[src/rtl/packetizer.sv]
// ---------------------------------------------------------------------------
// packetizer
//
// Builds one modem frame per start request and streams it, one 2-bit symbol
// per transfer, to a downstream modulator:
//   training : TRN_LEN BPSK symbols 1,0,1,0,...
//   header   : 32 BPSK symbols, MSB first, {MCS, PLD_LEN, SIG}
//   payload  : PLD_LEN symbols taken from an AXI-Stream input, sent as QPSK
//              (MCS[7]=0) or BPSK (MCS[7]=1, bit taken from tdata[1]).
// A BPSK bit b is presented as sym_QPSK = {b,b} with is_bpsk high.
//
// Optional feature (compile-time macro):
//   PACKETIZER_DIFF_EN - payload symbols are differentially encoded against
//                        the previous payload output symbol (cleared to 00 at
//                        payload entry). Training and header are unaffected.
//
// Parameters:
//   BYTES    - byte width of the payload tdata bus (tdata is BYTES*8 bits)
//   TRN_LEN  - training symbols per frame (2..255)
//
// Ports:
//   clk, rst                  - clock, asynchronous active-high reset
//   start                     - one-cycle frame request, honoured only in IDLE
//   MCS, PLD_LEN, SIG         - header fields, latched on an accepted start
//   data_tdata/tvalid/tready/tlast - payload symbol stream (symbol in tdata[1:0])
//   sym_QPSK, sym_valid, sym_ready - symbol output with valid/ready handshake
//   is_bpsk                   - sym_QPSK currently carries a BPSK symbol
//   busy                      - a frame is in progress
//   len_err                   - one-cycle pulse when tlast disagrees with PLD_LEN
// ---------------------------------------------------------------------------
module packetizer #(
  parameter int BYTES   = 1,
  parameter int TRN_LEN = 32
) (
  input  logic                 clk,
  input  logic                 rst,
  input  logic                 start,
  input  logic [7:0]           MCS,
  input  logic [15:0]          PLD_LEN,
  input  logic [7:0]           SIG,
  input  logic [BYTES*8-1:0]   data_tdata,
  input  logic                 data_tvalid,
  output logic                 data_tready,
  input  logic                 data_tlast,
  output logic [1:0]           sym_QPSK,
  output logic                 sym_valid,
  input  logic                 sym_ready,
  output logic                 is_bpsk,
  output logic                 busy,
  output logic                 len_err
);

  typedef enum logic [3:0] {
    ST_IDLE = 4'b0001,
    ST_TRN  = 4'b0010,
    ST_HDR  = 4'b0100,
    ST_PLD  = 4'b1000
  } state_t;

  localparam logic [7:0] TRN_LAST = 8'(TRN_LEN - 1);

  // Present one BPSK bit on both symbol lanes.
  function automatic logic [1:0] bpsk_sym(input logic b);
    return {b, b};
  endfunction

  state_t      state_r;
  logic [7:0]  mcs_r;
  logic [15:0] pld_len_r;
  logic [7:0]  sig_r;
  logic [7:0]  trn_cnt_r;
  logic [4:0]  hdr_cnt_r;
  logic [15:0] pld_cnt_r;

  logic        load_en_s;
  logic        pld_more_s;
  logic [31:0] hdr_word_s;
  logic        hdr_bit_s;
  logic        trn_bit_s;
  logic [15:0] pld_num_s;
  logic        pld_len_bad_s;
  logic [1:0]  pld_sym_s;

`ifdef PACKETIZER_DIFF_EN
  logic [1:0]  prev_out_r;
`endif

  // Upper tdata bits carry nothing for this block.
  logic unused_tdata_s;
  assign unused_tdata_s = ^data_tdata;

  // Handshake, header bit selection, length check and payload symbol mapping.
  always_comb begin
    // The output register may take a new symbol when empty or draining now.
    load_en_s   = !sym_valid || sym_ready;
    // Payload input is only requested until PLD_LEN symbols were accepted.
    pld_more_s  = (pld_cnt_r != pld_len_r);
    data_tready = (state_r == ST_PLD) && load_en_s && pld_more_s;

    hdr_word_s  = {mcs_r, pld_len_r, sig_r};
    hdr_bit_s   = hdr_word_s[5'd31 - hdr_cnt_r];
    trn_bit_s   = ~trn_cnt_r[0];

    // 1-based index of the symbol being accepted this cycle.
    pld_num_s   = pld_cnt_r + 16'd1;
    if (data_tlast) begin
      pld_len_bad_s = (pld_num_s != pld_len_r);
    end else begin
      pld_len_bad_s = (pld_num_s == pld_len_r);
    end

`ifdef PACKETIZER_DIFF_EN
    if (mcs_r[7]) begin
      pld_sym_s = bpsk_sym(data_tdata[1] ^ prev_out_r[1]);
    end else begin
      pld_sym_s = data_tdata[1:0] ^ prev_out_r;
    end
`else
    if (mcs_r[7]) begin
      pld_sym_s = bpsk_sym(data_tdata[1]);
    end else begin
      pld_sym_s = data_tdata[1:0];
    end
`endif
  end

  // Frame sequencer with the registered symbol output stage.
  always_ff @(posedge clk or posedge rst) begin
    if (rst) begin
      state_r   <= ST_IDLE;
      mcs_r     <= 8'd0;
      pld_len_r <= 16'd0;
      sig_r     <= 8'd0;
      trn_cnt_r <= 8'd0;
      hdr_cnt_r <= 5'd0;
      pld_cnt_r <= 16'd0;
      sym_QPSK  <= 2'b00;
      sym_valid <= 1'b0;
      is_bpsk   <= 1'b1;
      busy      <= 1'b0;
      len_err   <= 1'b0;
`ifdef PACKETIZER_DIFF_EN
      prev_out_r <= 2'b00;
`endif
    end else begin
      len_err <= 1'b0;
      case (state_r)
        ST_IDLE: begin
          if (start) begin
            mcs_r     <= MCS;
            pld_len_r <= PLD_LEN;
            sig_r     <= SIG;
            trn_cnt_r <= 8'd0;
            hdr_cnt_r <= 5'd0;
            pld_cnt_r <= 16'd0;
            busy      <= 1'b1;
            state_r   <= ST_TRN;
          end
        end

        ST_TRN: begin
          if (load_en_s) begin
            sym_QPSK  <= bpsk_sym(trn_bit_s);
            sym_valid <= 1'b1;
            is_bpsk   <= 1'b1;
            // Counter parks on the last index instead of wrapping.
            if (trn_cnt_r == TRN_LAST) begin
              state_r <= ST_HDR;
            end else begin
              trn_cnt_r <= trn_cnt_r + 8'd1;
            end
          end
        end

        ST_HDR: begin
          if (load_en_s) begin
            sym_QPSK  <= bpsk_sym(hdr_bit_s);
            sym_valid <= 1'b1;
            // Moving on once the 32nd bit is loaded lets the first payload
            // symbol load in the very cycle the last header bit transfers.
            // With PLD_LEN==0 the payload phase just waits for that transfer.
            if (hdr_cnt_r == 5'd31) begin
              state_r <= ST_PLD;
`ifdef PACKETIZER_DIFF_EN
              prev_out_r <= 2'b00;
`endif
            end else begin
              hdr_cnt_r <= hdr_cnt_r + 5'd1;
            end
          end
        end

        ST_PLD: begin
          if (load_en_s) begin
            if (pld_more_s) begin
              if (data_tvalid) begin
                sym_QPSK  <= pld_sym_s;
                sym_valid <= 1'b1;
                is_bpsk   <= mcs_r[7];
                pld_cnt_r <= pld_num_s;
                len_err   <= pld_len_bad_s;
`ifdef PACKETIZER_DIFF_EN
                prev_out_r <= pld_sym_s;
`endif
              end else begin
                // Underflow: no filler symbol, output simply goes idle.
                sym_valid <= 1'b0;
              end
            end else begin
              // All payload accepted and the final symbol transfers now.
              sym_valid <= 1'b0;
              is_bpsk   <= 1'b1;
              busy      <= 1'b0;
              state_r   <= ST_IDLE;
            end
          end
        end

        default: begin
          sym_valid <= 1'b0;
          is_bpsk   <= 1'b1;
          busy      <= 1'b0;
          state_r   <= ST_IDLE;
        end
      endcase
    end
  end

endmodule
[config.mk]
export PLATFORM = sky130hd
export DESIGN_NAME = packetizer
export DESIGN_NICKNAME = d
export VERILOG_FILES = /design/src/rtl/packetizer.sv
export SDC_FILE = /design/constraint.sdc
export NUM_CORES = 1
export LEC_CHECK = 0
export CAP_MARGIN = 15
export CORE_MARGIN = 2
export CORE_UTILIZATION = 38
export DETAILED_ROUTE_END_ITERATION = 10
export PLACE_DENSITY = 0.56
export SLEW_MARGIN = 20
export SYNTH_ARGS = -nofsm -noshare
export SYNTH_HDL_FRONTEND = slang
export SYNTH_SLANG_ARGS = --single-unit
[constraint.sdc]
create_clock -name clk -period 6.85 [get_ports clk]
set_clock_uncertainty 0.1 [all_clocks]
set_input_delay 0.685 -clock clk [delete_from_list [all_inputs] [get_ports clk]]
set_output_delay 0.685 -clock clk [all_outputs]
set_load 0.02 [all_outputs]
==> impl_metrics.toml, run 1 <==
[synth]
yosysTopAreaCell = "dfrtp_1"
synth_compound_area_frac = 0.100
synth.top_cell.area_share = 0.406
synth-edff-count = 0
synth_adder_area_share = 0.0118
synth_top_family_by_area = "simple AND/OR/NAND/NOR gates"
synth_flop_cell = "dfrtp_1"
syn_nets = 527
ys.warnings.count = 0
netlist_top_cells_area = "dfrtp_1, nand2_1, mux4_2"
post_synth_and_or_nand_nor_area_fraction = 0.253
syn_avg_cell_area_sq_um = 8.91
syn_inst = 477
synthMuxAreaShare = 0.108
ys_types = 56
synth-seq-area-share = 0.418
synth-async-reset-ratio = 1.00
synth.cell_area_sq_um = 4250
synth-seq-cells = 71
synth_xor_area_frac = 0.0700

[power]
p_leak_nw = 2.19
swShare = 0.387
p_sw_w = 0.000683
p_clk_frac = 0.216
max-vdd-ir-drop_uv = 150
seqPwrFrac = 0.391
pwr_density_cell_nw_per_um2 = 351
pwr-share-comb = 0.392
p_int_w = 0.00108

[detailed_routing]
drtIter0Drc = 154
antenna_left = 0
wl_um = 10100
drc = 0
vias = 3438
dr.pass1.iters = 4
vias_per_cell = 5.27
wl_per_cell_um = 15.4

[place]
place_area_sq_um = 4800
dp_hpwl_um = 7180
portBuffers = 46
place_congestion = 0.866
post-place-ws_ns = 3.62

[die]
core_area_sq_um = 10900
die_w_um = 110
dieArea_sq_um = 12100
rows = 38
io_pins = 53
fp.dieH_um = 110
start_util = 0.390

[sta]
setup_viol = 0
min_period_ns = 3.60
rsz0062_at_grt = "false"
setup_tns_ns = 0
max_freq_ghz = 0.278
worst_pin_slew_ns = 0.908
max_slew_margin = 0.394
post-route-period-util = 0.526
drv_slew = 0
fin_ws_ns = 3.25
hold_viol_final = 0

[cells_and_area]
drive_gt1_frac = 0.0859
diodes = 0
stdcell_area_sq_um = 5020
multi_input_area_sq_um = 2320
area_delta_synth_final_pct = 18.1
fin_nets = 557
fill_cells = 1074
seqCellArea_sq_um = 1780

[setup_path]
critPathCapture = "data_tready"
r2r-end = "len_err$_DFF_PP0_"
crit_path_end_kind = "output pin"
worstPathArrival_ns = 2.82
cp-start-kind = "flip-flop"
setup.worst_path.start = "pld_cnt_r[5]$_DFFE_PP0P_"
reg2reg_from = "pld_cnt_r[0]$_DFFE_PP0P_"
reg2reg_depth = 7
crit_required_ns = 6.06
crit_path_max_fanout = 11
worstSetupPathType = "reg2out"
rrSetupSlack_ns = 3.83

[clock_tree]
post_cts_buffers = 0
path_clk_slew_ns = 0.08
cts_tree = "built"
clock_path_buffers = 2
cts_resized = 0
cts.sinks = 71
cts_root_buf = "clkbuf_8"
clock_latency_ns = 0.36
cts_buffers = 9
cts_hold_buf = 0
htreeDepth = 3

[status]
status = "completed"

[global_route]
busiest_layer = "met2"
grt_max_degree = 72
grt_pass1_wl_um = 16900
antenna_found_initial = 0
grt_use_total = 0.185
grt_pass1_vias = 3331
met1_usage = 0.265
grt_overflow_total = 0
met2_usage = 0.283
grt_use_met3 = 0.0326

[run]
cap_viol_max_count = 0

[min_path]
hold_class = "reg2reg"
==> Yosys cell counts, types with 2 or more instances <==
cell type	count
nor4_1	4
nor2_1	27
and4b_1	2
mux4_2	9
nand3_1	13
ha_1	4
buf_1	2
o21a_1	3
and3_1	8
nor3_1	10
a22o_1	5
mux2_1	6
or4_1	2
nand2_1	131
o32ai_1	5
and2_1	3
o21ai_0	16
xnor2_1	13
nor3b_1	2
a211oi_1	3
mux2_2	4
and4_1	2
nand2b_1	6
inv_1	7
a31oi_1	6
buf_2	7
dfstp_2	2
o21ai_1	2
clkbuf_1	22
dfrtp_1	69
xor2_1	21
mux2i_1	13
or3_1	3
a21oi_1	10
nand4_1	11
nor2b_1	4
==> cell type report <==
cell class              instances  share of cell area
clock buffers                  11              0.0282
clock inverters                 5              0.0162
inverters                       7             0.00523
multi-input cells             367               0.462
flip-flops and latches         71               0.354
well taps                     140              0.0349
repair buffers                 51              0.0992
==> critical path: stages, from the launching register on <==
cell and delay [ns]:
dfrtp_1 0.47, xor2_1 0.23, or4_1 0.54, o41ai_2 0.38, buf_4 0.24, nor2_1 0.06, clkdlybuf4s50_1 0.56
==> cells by family (layout without fill, tap and decap cells) <==
family | Yosys count | after routing
and+or+nand+nor | 234 | 234
buffers and inverters | 39 | 74
muxes | 33 | 33
adders and majority gates | 4 | 4
DFF | 71 | 71
xor gates and xnor gates | 34 | 34
AOI/OAI and AO/OA | 62 | 62
==> flip-flops by register name (all words and copies together), names as in the netlist, 2 cells and up <==
| name | count |
|---|---|
| sig_r | 8 |
| state_r | 4 |
| mcs_r | 8 |
| trn_cnt_r | 8 |
| sym_QPSK | 2 |
| hdr_cnt_r | 5 |
| pld_cnt_r | 16 |
| pld_len_r | 16 |
==> worst min-delay path by stage <==
stage,startpoint,to,slack [ns],depth (start not counted)
after floorplan,mcs_r[1]$_DFFE_PP0P_,mcs_r[1]$_DFFE_PP0P_,0.34,2
after global placement,sig_r[0]$_DFFE_PP0P_,sig_r[0]$_DFFE_PP0P_,0.35,2
after detailed placement,sig_r[4]$_DFFE_PP0P_,sig_r[4]$_DFFE_PP0P_,0.36,2
after CTS,sig_r[1]$_DFFE_PP0P_,sig_r[1]$_DFFE_PP0P_,0.38,2
after global routing,mcs_r[6]$_DFFE_PP0P_,mcs_r[6]$_DFFE_PP0P_,0.40,2
final,sig_r[1]$_DFFE_PP0P_,sig_r[1]$_DFFE_PP0P_,0.37,2
==> placed cells by master, fill, tap and decap left out, types with 8 or more instances in the layout <==
| cell | n |
|---|---|
| nand2_1 | 131 |
| dfrtp_1 | 69 |
| clkdlybuf4s50_1 | 46 |
| nor2_1 | 25 |
| xor2_1 | 21 |
| o21ai_0 | 16 |
| xnor2_1 | 13 |
| nand3_1 | 13 |
| mux2i_1 | 13 |
| nand4_1 | 11 |
| a21oi_1 | 10 |
| nor3_1 | 10 |
| clkbuf_8 | 10 |
| mux4_2 | 9 |
| and3_1 | 8 |
==> per-stage QoR <==
step                      utilization  power (W)  hold slack, ns  instances
final                           0.461    0.00176           0.374        652
after global routing            0.461    0.00190           0.404        652
after CTS                       0.461    0.00178           0.379        652
after detailed placement        0.441    0.00139           0.361        636
after global placement          0.441    0.00138           0.355        636
after floorplan                     -    0.00118           0.340        477
==> power by group through the flow <==
stage	logic [W]	clock network, W	registers, W
finish	0.000692	0.000381	0.000690
global route	0.000779	0.000408	0.000715
CTS	0.000698	0.000392	0.000691
detailed placement	0.000694	0	0.000699
global placement	0.000686	0	0.000693
floorplan	0.000537	0	0.000645
==> layer usage <==
metal,wire length (um),up-vias
met5,0,-
met4,159,0
met3,372,14
met2,4550,63
met1,4980,1641
li1,-,1720
Note: power is estimated with default switching activity, not from simulation.
==> run 2, diff against run 1 <==
--- a/config.mk
+++ b/config.mk
@@ -9,7 +9,7 @@
 export CORE_MARGIN = 2
 export CORE_UTILIZATION = 38
 export DETAILED_ROUTE_END_ITERATION = 10
-export PLACE_DENSITY = 0.56
+export PLACE_DENSITY = 0.58
 export SLEW_MARGIN = 20
 export SYNTH_ARGS = -nofsm -noshare
 export SYNTH_HDL_FRONTEND = slang
==> constraint.sdc (replaced) <==
create_clock -name clk -period 3.3 [get_ports clk]
set_clock_uncertainty 0.1 [all_clocks]
set_input_delay 0.33 -clock clk [delete_from_list [all_inputs] [get_ports clk]]
set_output_delay 0.33 -clock clk [all_outputs]
set_load 0.02 [all_outputs]
==> run 2 against run 1 <==
Clock-buffer cell count increased by 1. Flip-flop and latch count unchanged. Core utilization increased by 0.057 points. Hold slack worse by 0.039 ns. Combinational power increased by 110%. Non-clock buffer count rose by 6. First-iteration DRC count is 22% higher. Largest cell class unchanged.
==> impl_metrics.toml, run 2 (synthesis gave the netlist of run 1 again) <==
[sta]
min_period_ns = 3.02
max_slew_margin = 0.311
setup_tns_ns = 0
setup_viol = 0
rsz0062_at_grt = "false"
worst_pin_slew_ns = 1.03
fin_ws_ns = 0.280
max_freq_ghz = 0.331
drv_slew = 0
hold_viol_final = 0
post-route-period-util = 0.915

[cells_and_area]
seqCellArea_sq_um = 1780
area_delta_synth_final_pct = 18.2
final_common_cell = "nand2_1"
layout.core_utilization = 0.462
fin_nets = 563
final_cell_mix = "nand2_1, dfrtp_1, clkdlybuf4s50_1"
diodes = 0
multi_input_area_sq_um = 2320
fill_cells = 1087
drive_gt1_frac = 0.0965
largestRegisters = "pld_cnt_r (16), pld_len_r (16)"

[detailed_routing]
wl_per_cell_um = 16.0
dr.pass1.iters = 4
drtIter0Drc = 188
wl_um = 10500
vias_per_cell = 5.38
vias = 3537
drc = 0
antenna_left = 0

[clock_tree]
clock_latency_ns = 0.35
cts_hold_buf = 0
clock_path_buffers = 2
htreeDepth = 3
cts_root_buf = "clkbuf_8"
path_clk_slew_ns = 0.08
cts.sinks = 71
cts_tree = "built"
post_cts_buffers = 0
cts_buffers = 9
cts_resized = 0

[power]
power_w = 0.00353
pwr_density_cell_nw_per_um2 = 702
p_leak_nw = 2.21
max-vdd-ir-drop_uv = 313

[global_route]
grt_max_degree = 38
grt_pass1_wl_um = 17600
grt_overflow_total = 0
antenna_found_initial = 0
grt_use_total = 0.191
grt_pass1_vias = 3585

[setup_path]
critPathCapture = "pld_cnt_r[9]$_DFFE_PP0P_"
crit_path_end_kind = "flip-flop"
reg2reg_depth = 8
worstSetupPathType = "reg2reg"
worstPathArrival_ns = 3.20
cp-start-kind = "flip-flop"
reg2reg_from = "state_r[1]$_DFFE_PP0P_"
setup.worst_path.start = "state_r[1]$_DFFE_PP0P_"
crit_required_ns = 3.48
crit_path_max_fanout = 22
rrSetupSlack_ns = 0.28
r2r-end = "pld_cnt_r[9]$_DFFE_PP0P_"

[run]
cap_viol_max_count = 0

[place]
portBuffers = 46
place_congestion = 0.876
dp_hpwl_um = 7680
post-place-ws_ns = 0.309

[min_path]
hold_class = "in2async"

[die]
dieArea_sq_um = 12100
start_util = 0.390
io_pins = 53
die_w_um = 110
fp.dieH_um = 110
rows = 38
core_area_sq_um = 10900

[status]
status = "completed"
==> run 2: cell count changes in the layout (fill, tap and decap cells not counted) <==
cell	before	now
buf_12	0	1
buf_4	5	10
bufinv_16	2	0
clkbuf_1	1	2
clkdlybuf4s50_1	46	45
clkinv_2	1	3
clkinv_4	1	0
dfrtp_1	69	68
dfrtp_2	0	1
dlymetal6s2s_1	0	1
==> run 2: per-layer routing <==
layer  GRT usage  share of wire  up-vias
met4      0.0814          0.022        0
met3      0.0285          0.042       13
met1       0.260           0.47     1693
li1            -              -     1736
met2       0.302           0.46       95
met5           0              0        -
==> run 2: worst min path at each step <==
stage	slack, ns	startpoint	to	cells past startpoint
5_1_grt	0.40	SIG[0]	sig_r[0]$_DFFE_PP0P_	3
3_3_place_gp	0.36	sig_r[5]$_DFFE_PP0P_	sig_r[5]$_DFFE_PP0P_	2
3_5_place_dp	0.36	mcs_r[5]$_DFFE_PP0P_	mcs_r[5]$_DFFE_PP0P_	2
4_1_cts	0.35	rst	mcs_r[7]$_DFFE_PP0P_	2
6_report	0.33	rst	mcs_r[7]$_DFFE_PP0P_	2
2_1_floorplan	0.34	MCS[0]	mcs_r[0]$_DFFE_PP0P_	2
==> run 2: worst max-delay path, cell delays in order (launching register included) <==
cell	delay, ns
dfrtp_1	0.46
nor2_1	0.19
and2_1	0.31
o41ai_2	0.12
buf_4	0.20
nor2_2	0.81
buf_4	0.31
mux2_1	0.33
mux2i_1	0.12
==> run 2: metrics by stage <==
step,cell area [sq um],cells,hold WS (ns)
4_1_cts,5020,658,0.350
2_1_floorplan,4250,477,0.335
6_report,5030,658,0.334
5_1_grt,5030,658,0.402
3_5_place_dp,4860,642,0.361
3_3_place_gp,4860,642,0.355
==> run 2: layout make-up <==
class	instances	share of cell area
clock inverter	4	0.00448
inverter	7	0.00523
sequential	71	0.354
tap	140	0.0348
clock buffer	12	0.0289
timing repair buffer	57	0.111
multi-input combinational	367	0.461
==> run 2: where the power goes <==
group | total, W | switching (W) | internal [W] | leakage, nW
sequential | 0.00144 | 0.000304 | 0.00113 | 0.922
combinational | 0.00147 | 0.000794 | 0.000674 | 1.21
clock | 0.000627 | 0.000337 | 0.000290 | 0.0861
